--- config.mk ---
export PLATFORM = sky130hd
export DESIGN_NAME = mic_bus_sched
export DESIGN_NICKNAME = d
export VERILOG_FILES = /design/src/rtl/mic_pkg.sv /design/src/rtl/mic_sel_dec.sv /design/src/rtl/mic_bus_sched.sv
export SDC_FILE = /design/constraint.sdc
export NUM_CORES = 1
export LEC_CHECK = 0
export ABC_AREA = 1
export CAP_MARGIN = 20
export CORE_MARGIN = 4
export CORE_UTILIZATION = 45
export CTS_CLUSTER_DIAMETER = 40
export DETAILED_ROUTE_END_ITERATION = 10
export PLACE_DENSITY = 0.77
export REMOVE_ABC_BUFFERS = 1
export SETUP_SLACK_MARGIN = 0.3
export SKIP_CTS_REPAIR_TIMING = 1
export SLEW_MARGIN = 10
export SYNTH_ARGS = -nofsm -noshare
export SYNTH_HDL_FRONTEND = slang
export SYNTH_SLANG_ARGS = --single-unit
--- constraint.sdc ---
create_clock -name clk -period 1.64 [get_ports clk]
set_clock_uncertainty 0.1 [all_clocks]
set_input_delay 0.328 -clock clk [delete_from_list [all_inputs] [get_ports clk]]
set_output_delay 0.328 -clock clk [all_outputs]
set_load 0.01 [all_outputs]
--- src/rtl/mic_pkg.sv ---
// mic_pkg: shared sizes, datapath register indices and FSM state encoding for mic_bus_sched.
// The MEMWAIT state exists only when MIC_MEM_WAIT_EN is defined.
package mic_pkg;

  localparam int NREG = 10;
  localparam int SELW = 4;

  localparam int IDX_MAR = 0;
  localparam int IDX_MDR = 1;
  localparam int IDX_PC  = 2;
  localparam int IDX_MBR = 3;
  localparam int IDX_SP  = 4;
  localparam int IDX_LV  = 5;
  localparam int IDX_CPP = 6;
  localparam int IDX_TOS = 7;
  localparam int IDX_OPC = 8;
  localparam int IDX_H   = 9;

  localparam logic [1:0] ST_IDLE    = 2'd0;
  localparam logic [1:0] ST_DRIVE   = 2'd1;
  localparam logic [1:0] ST_WRITE   = 2'd2;
`ifdef MIC_MEM_WAIT_EN
  localparam logic [1:0] ST_MEMWAIT = 2'd3;
`endif

  typedef enum logic [1:0] {
    IDLE    = ST_IDLE,
    DRIVE   = ST_DRIVE,
`ifdef MIC_MEM_WAIT_EN
    WRITE   = ST_WRITE,
    MEMWAIT = ST_MEMWAIT
`else
    WRITE   = ST_WRITE
`endif
  } mic_state_e;

endpackage

--- src/rtl/mic_sel_dec.sv ---
// mic_sel_dec: SELW-bit register index to NREG-bit one-hot enable.
// Indices at or beyond NREG decode to all zeros (bus left undriven).
module mic_sel_dec #(
  parameter int NREG = mic_pkg::NREG,
  parameter int SELW = mic_pkg::SELW
) (
  input  logic [SELW-1:0] sel,
  output logic [NREG-1:0] onehot
);

  // Compare at 32 bits so indices above 2**SELW-1 can never alias onto a low bit.
  generate
    for (genvar gi = 0; gi < NREG; gi++) begin : g_bit
      assign onehot[gi] = (32'(sel) == gi);
    end
  endgenerate

endmodule

--- src/rtl/mic_bus_sched.sv ---
// mic_bus_sched: sequences one microinstruction through DRIVE/WRITE and optional memory access.
// Define MIC_MEM_WAIT_EN for a MEMWAIT state handshaking on mem_done; otherwise strobes pulse once.
module mic_bus_sched
  import mic_pkg::*;
#(
  parameter int NREG = mic_pkg::NREG,
  parameter int SELW = mic_pkg::SELW
) (
  input  logic            clk,
  input  logic            reset,
  input  logic            mi_valid,
  output logic            mi_ready,
  input  logic [SELW-1:0] mi_a_sel,
  input  logic [SELW-1:0] mi_b_sel,
  input  logic [NREG-1:0] mi_c_mask,
  input  logic            mi_rd,
  input  logic            mi_wr,
  output logic [NREG-1:0] ena_out_a,
  output logic [NREG-1:0] ena_out_b,
  output logic [NREG-1:0] ena_in,
  output logic            mem_rd,
  output logic            mem_wr,
  input  logic            mem_done,
  output logic            busy
);

  mic_state_e      state_q, state_d;
  logic [SELW-1:0] a_sel_q, a_sel_d, b_sel_q, b_sel_d;
  logic [NREG-1:0] c_mask_q, c_mask_d;
  logic            rd_q, rd_d, wr_q, wr_d;
  logic [NREG-1:0] ena_out_a_q, ena_out_a_d, ena_out_b_q, ena_out_b_d;
  logic [NREG-1:0] ena_in_q, ena_in_d;
  logic            mem_rd_q, mem_rd_d, mem_wr_q, mem_wr_d, busy_q, busy_d;
  logic            accept;
  logic [SELW-1:0] a_sel_src, b_sel_src;
  logic [NREG-1:0] dec_a, dec_b;

`ifndef MIC_MEM_WAIT_EN
  logic unused_mem_done;
  assign unused_mem_done = mem_done;
`endif

  assign mi_ready = reset && (state_q == IDLE);
  assign accept   = mi_valid && mi_ready;

  // Decode straight from the inputs on the accept cycle so DRIVE enables are ready on entry.
  assign a_sel_src = accept ? mi_a_sel : a_sel_q;
  assign b_sel_src = accept ? mi_b_sel : b_sel_q;

  mic_sel_dec #(.NREG(NREG), .SELW(SELW)) u_dec_a (.sel(a_sel_src), .onehot(dec_a));
  mic_sel_dec #(.NREG(NREG), .SELW(SELW)) u_dec_b (.sel(b_sel_src), .onehot(dec_b));

  always_comb begin
    state_d     = state_q;
    a_sel_d     = a_sel_q;
    b_sel_d     = b_sel_q;
    c_mask_d    = c_mask_q;
    rd_d        = rd_q;
    wr_d        = wr_q;
    ena_out_a_d = '0;
    ena_out_b_d = '0;
    ena_in_d    = '0;
    mem_rd_d    = 1'b0;
    mem_wr_d    = 1'b0;
    case (state_q)
      IDLE: begin
        if (accept) begin
          state_d     = DRIVE;
          a_sel_d     = mi_a_sel;
          b_sel_d     = mi_b_sel;
          c_mask_d    = mi_c_mask;
          rd_d        = mi_rd;
          wr_d        = mi_wr && !mi_rd;  // read wins; a simultaneous write is dropped
          ena_out_a_d = dec_a;
          ena_out_b_d = dec_b;
        end
      end
      DRIVE: begin
        state_d     = WRITE;
        ena_out_a_d = dec_a;
        ena_out_b_d = dec_b;
        ena_in_d    = c_mask_q;
      end
      WRITE: begin
`ifdef MIC_MEM_WAIT_EN
        if (rd_q || wr_q) begin
          state_d  = MEMWAIT;
          mem_rd_d = rd_q;
          mem_wr_d = wr_q;
        end else begin
          state_d  = IDLE;
        end
`else
        state_d  = IDLE;
        mem_rd_d = rd_q;
        mem_wr_d = wr_q;
`endif
      end
`ifdef MIC_MEM_WAIT_EN
      MEMWAIT: begin
        if (mem_done) begin
          state_d = IDLE;
          if (rd_q) ena_in_d = NREG'(1) << IDX_MDR;
        end else begin
          mem_rd_d = rd_q;
          mem_wr_d = wr_q;
        end
      end
`endif
      default: state_d = IDLE;
    endcase
    busy_d = (state_d != IDLE);
  end

  always_ff @(posedge clk) begin
    if (!reset) begin
      state_q     <= IDLE;
      a_sel_q     <= '0;
      b_sel_q     <= '0;
      c_mask_q    <= '0;
      rd_q        <= 1'b0;
      wr_q        <= 1'b0;
      ena_out_a_q <= '0;
      ena_out_b_q <= '0;
      ena_in_q    <= '0;
      mem_rd_q    <= 1'b0;
      mem_wr_q    <= 1'b0;
      busy_q      <= 1'b0;
    end else begin
      state_q     <= state_d;
      a_sel_q     <= a_sel_d;
      b_sel_q     <= b_sel_d;
      c_mask_q    <= c_mask_d;
      rd_q        <= rd_d;
      wr_q        <= wr_d;
      ena_out_a_q <= ena_out_a_d;
      ena_out_b_q <= ena_out_b_d;
      ena_in_q    <= ena_in_d;
      mem_rd_q    <= mem_rd_d;
      mem_wr_q    <= mem_wr_d;
      busy_q      <= busy_d;
    end
  end

  assign ena_out_a = ena_out_a_q;
  assign ena_out_b = ena_out_b_q;
  assign ena_in    = ena_in_q;
  assign mem_rd    = mem_rd_q;
  assign mem_wr    = mem_wr_q;
  assign busy      = busy_q;

endmodule

# == Word level (Yosys, flattened, before mapping) ==
# Cells that the tools add are included.
# totals
reg_bits,55
inputBits,24
out_inout_bits,34
# classes
n_eq_ne,20
n_mux,8
n_reduce_logical,11
# ops
operator,count
$pmux W10 S2,2
$eq A4 B3 Y1 const B,8
$mux W10,2
$eq A4 B2 Y1 const B,4
$eq A4 B4 Y1 const B,4
$eq A4 B1 Y1 const B,2
$logic_not A4 Y1,2
$mux W4,2
$reduce_and A2 Y1,3
$pmux W2 S2,1
$logic_and A1 B1 Y1,3
$eq A2 B1 Y1 const B,1
$eq A2 B2 Y1 const B,1
$logic_not A2 Y1,1
$mux W2,1
$reduce_bool A2 Y1,1
$logic_not A1 Y1,1

# == Depth between registers and ports, before layout ==
# Gate-level depths: netlist of the first run.
# depth
ltp_word,7
ltp_mapped,7

# == Modules after synthesis ==
# Synthesis of the first run repeated with hierarchy kept, for this count alone.
# unflattened
hier_cells,286
hier_area_um2,2073.2
# by_module_without_submodules
mod,instances,cells_each,area_per_inst_um2,seq_area_each_um2
mic_bus_sched,1,244,1915.6,1101.1
mic_sel_dec,2,21,78.8,0.0

# == Worst setup path after synthesis of the first run ==
# Ideal clock, no wire load.
# synth_timing
path_type,in2out
startpoint,input reset
endpoint,output mi_ready
t_arrival_ns,0.993
t_required_ns,1.212
setup_slack_ns,0.219
stages,3
n_path_buf,1
cell_sequence,buf_2 > clkinv_1 > nor3_1
# synth_between
elab_chain_cells,1
# synth_rtl
item,line_no,text
"start, declared",mic_bus_sched.sv:10,"input logic reset,"
$logic_and A1 B1 Y1,mic_bus_sched.sv:43,assign mi_ready = reset && (state_q == IDLE);
"end, declared",mic_bus_sched.sv:12,"output logic mi_ready,"
# No other way between the ends.

# == Worst setup path in the final report of the first run ==
# layout_timing
startpoint,register state_q[1]
endpoint,register b_sel_q[3]
# layout_between
elab_chain_cells,4
# layout_rtl
item,line_no,text
"start, declared",mic_bus_sched.sv:27,"mic_state_e state_q, state_d;"
"start signal, assigned",mic_bus_sched.sv:130,state_q <= state_d;
$logic_not A2 Y1 *,"mic_bus_sched.sv:43, mic_bus_sched.sv:65",
$logic_and A1 B1 Y1,mic_bus_sched.sv:43,
$logic_and A1 B1 Y1,mic_bus_sched.sv:44,assign accept = mi_valid && mi_ready;
$mux W4,-,
"end signal, assigned",mic_bus_sched.sv:132,b_sel_q <= b_sel_d;
"end, declared",mic_bus_sched.sv:28,"logic [SELW-1:0] a_sel_q, a_sel_d, b_sel_q, b_sel_d;"
# Mark *: on every way between the ends. The rest lies on a longest branch, timed or not.
# A chain may end at the register's enable or synchronous reset.

==> impl_metrics.env, run 1 <==
export IMPL_final_common_cell="dfxtp_1"
export IMPL_drt_initial_drc_count=51
export IMPL_core_area_mm2=0.00403
export IMPL_dr_pass1_iters=4
export IMPL_design_area_mm2=0.00314
export IMPL_die_h_um=72.7
export IMPL_placed_cells=338
export IMPL_die_area_mm2=0.00529
export IMPL_track_usage_pct=15.9
export IMPL_numCtsBuffers=5
export IMPL_setup_violations_final=0
export IMPL_io_pins=58
export IMPL_drive_gt1_share_pct=28.6
export IMPL_leakage_nw=1.83
export IMPL_grt_pass1_wl_um=6490
export IMPL_fin_cells=354
export IMPL_worstSetupPathType="register to register"
export IMPL_die_w_um=72.7
export IMPL_rsz0062_at_grt="true"
export IMPL_io_buffers=56
export IMPL_diodes=0
export IMPL_ys_ff_latch=55
export IMPL_grt_ovfl_total=0
export IMPL_grt_pass1_vias=1522
export IMPL_vias_per_cell=4.81
export IMPL_max_slew_margin_pct=82.9
export IMPL_grt_max_degree=24
export IMPL_vdd_ir_drop_max_mv=0.548
export IMPL_cts_tree="yes"
export IMPL_finalHoldViolCount=0
export IMPL_place_gp_congestion=0.741
export IMPL_synth_compound_area_share_pct=7.70
export IMPL_layout_common_cells="53 x dfxtp_1, 35 x dlymetal6s2s_1, 26 x inv_1, 26 x nand2_1, 25 x nor2_1"
export IMPL_max_freq_mhz=619
export IMPL_via_count=1704
export IMPL_cp_end_kind="register"
export IMPL_clk_pin_slew_worst_paths_ns=0.09
export IMPL_hpwl_um=2840
export IMPL_finalCritPeriodShare_pct=98.5
export IMPL_start_util_pct=46.8
export IMPL_ys_seq_area_share_pct=58.4
export IMPL_ant_nets=0
export IMPL_syn_inst=224
export IMPL_clock_path_buffers=2
export IMPL_drc=0
export IMPL_clkLatencyLatePin_ns=0.30
export IMPL_path_max_fanout=7
export IMPL_synth_simple_gate_area_share_pct=25.6
export IMPL_nNetsFinal=327
export IMPL_synth_fa_ha_area_share_pct=0
export IMPL_synthMuxAreaShare_pct=0
export IMPL_worst_setup_path_start_kind="register"
export IMPL_antenna_found_initial=0
export IMPL_outcome="finished clean"
export IMPL_placed_cell_area_mm2=0.00258
export IMPL_num_fill_cells=249
export IMPL_wl_per_cell_um=14.0
export IMPL_power_density_mw_per_mm2=865
export IMPL_critPathArrivalTime_ns=1.72
export IMPL_layout_area_overhead_vs_synth_pct=66.7
export IMPL_worst_slew_pin_slew_ns=0.256
export IMPL_synth_area_mm2=0.00188
export IMPL_cts_htree_levels=2
export IMPL_synth_distinct_cells=19
export IMPL_clkSinkCount=55
export IMPL_yosysWarnings=0
export IMPL_cp_required_ns=1.74
export IMPL_hold_class="register to register"
export IMPL_maxCapViolCount=0
export IMPL_min_period_ns=1.61
export IMPL_synth_top_family_by_area="simple AND/OR/NAND/NOR gates"
export IMPL_syn_avg_cell_area_um2=8.41
export IMPL_drt_wl_total_um=4950
export IMPL_slew_violations=0
export IMPL_tns_ns=0
export IMPL_clockRootBuffer="clkbuf_8"
export IMPL_synth_xor_area_share_pct=0
export IMPL_core_rowCount=23
-- final timing paths --
kind                endpoint  slack [ns]        start  cells after the start
setup / recovery  b_sel_q[3]        0.03   state_q[1]                      8
hold / removal     ena_in[0]        0.34  c_mask_q[0]                      2
setup reg to reg  b_sel_q[3]        0.03   state_q[1]                      8
hold reg to reg    ena_in[0]        0.34  c_mask_q[0]                      2
-- sequential cells by signal (all words and copies together) (netlist names) --
signal,count
a_sel_q,4
b_sel_q,4
busy,1
c_mask_q,10
ena_in,10
ena_out_a,10
ena_out_b,10
mem_rd,1
mem_wr,1
rd_q,1
state_q,2
wr_q,1
-- worst max-delay path: stages, from the launching register on --
cell	delay (ns)
dfxtp_2	0.34
buf_6	0.13
nor2_4	0.15
nand3_4	0.15
buf_12	0.19
o21ai_4	0.22
buf_6	0.13
buf_6	0.07
nor2_1	0.03
-- cell families after synthesis --
logic type / count (synthesis)
buffers and inverters: 35
AO/OA/AOI/OAI: 26
AND/OR/NAND/NOR: 108
flip-flops: 55
-- power breakdown --
part | internal [mW] | switching [mW] | total, mW
combinational | 0.240 | 0.278 | 0.518
clock | 0.386 | 0.406 | 0.792
sequential | 1.39 | 0.0172 | 1.41
-- metrics by stage --
step           setup WS (ns)  hold WS, ns  total power, mW  util, %
2_1_floorplan          0.135        0.314             1.60        -
3_3_place_gp          -0.448        0.317             1.78     64.2
3_5_place_dp          -0.442        0.329             1.79     64.2
4_1_cts               -0.460        0.344             2.57     66.6
5_1_grt              -0.0301        0.356             2.84     78.0
6_report              0.0250        0.342             2.72     78.0
-- final cells by class --
| class | count | area, um^2 | area share, % |
|---|---|---|---|
| clock buffer | 8 | 100 | 3.19 |
| timing repair buffer | 80 | 906 | 28.8 |
| sequential | 55 | 1100 | 35.1 |
| tap | 50 | 62.6 | 1.99 |
| multi-input combinational | 134 | 867 | 27.6 |
| inverter | 27 | 101 | 3.23 |
-- per-layer routing --
layer	track usage (%)	share of wire, %
met2	28.2	56
met5	0	0
met4	6.76	1.8
met1	17.6	37
met3	4.55	4.4
-- cell usage after synthesis (all sizes together) --
library cell / n / share of area (%)
clkinv: 1 / 0.20
nand4: 8 / 2.7
inv: 26 / 5.2
buf: 5 / 2.3
nor3: 3 / 0.80
o21ai: 15 / 4.8
clkbuf: 3 / 0.60
a21oi: 11 / 2.9
nand3: 10 / 3.9
nand2: 45 / 9.4
dfxtp: 55 / 58
nor2: 42 / 8.9
Power figures use the tool's default switching activity.
==> run 2: changes to the inputs <==
- SLEW_MARGIN: 10 -> not set
==> results of run 2 <==
The final DEF is identical to that of run 1; final timing and power are the same.
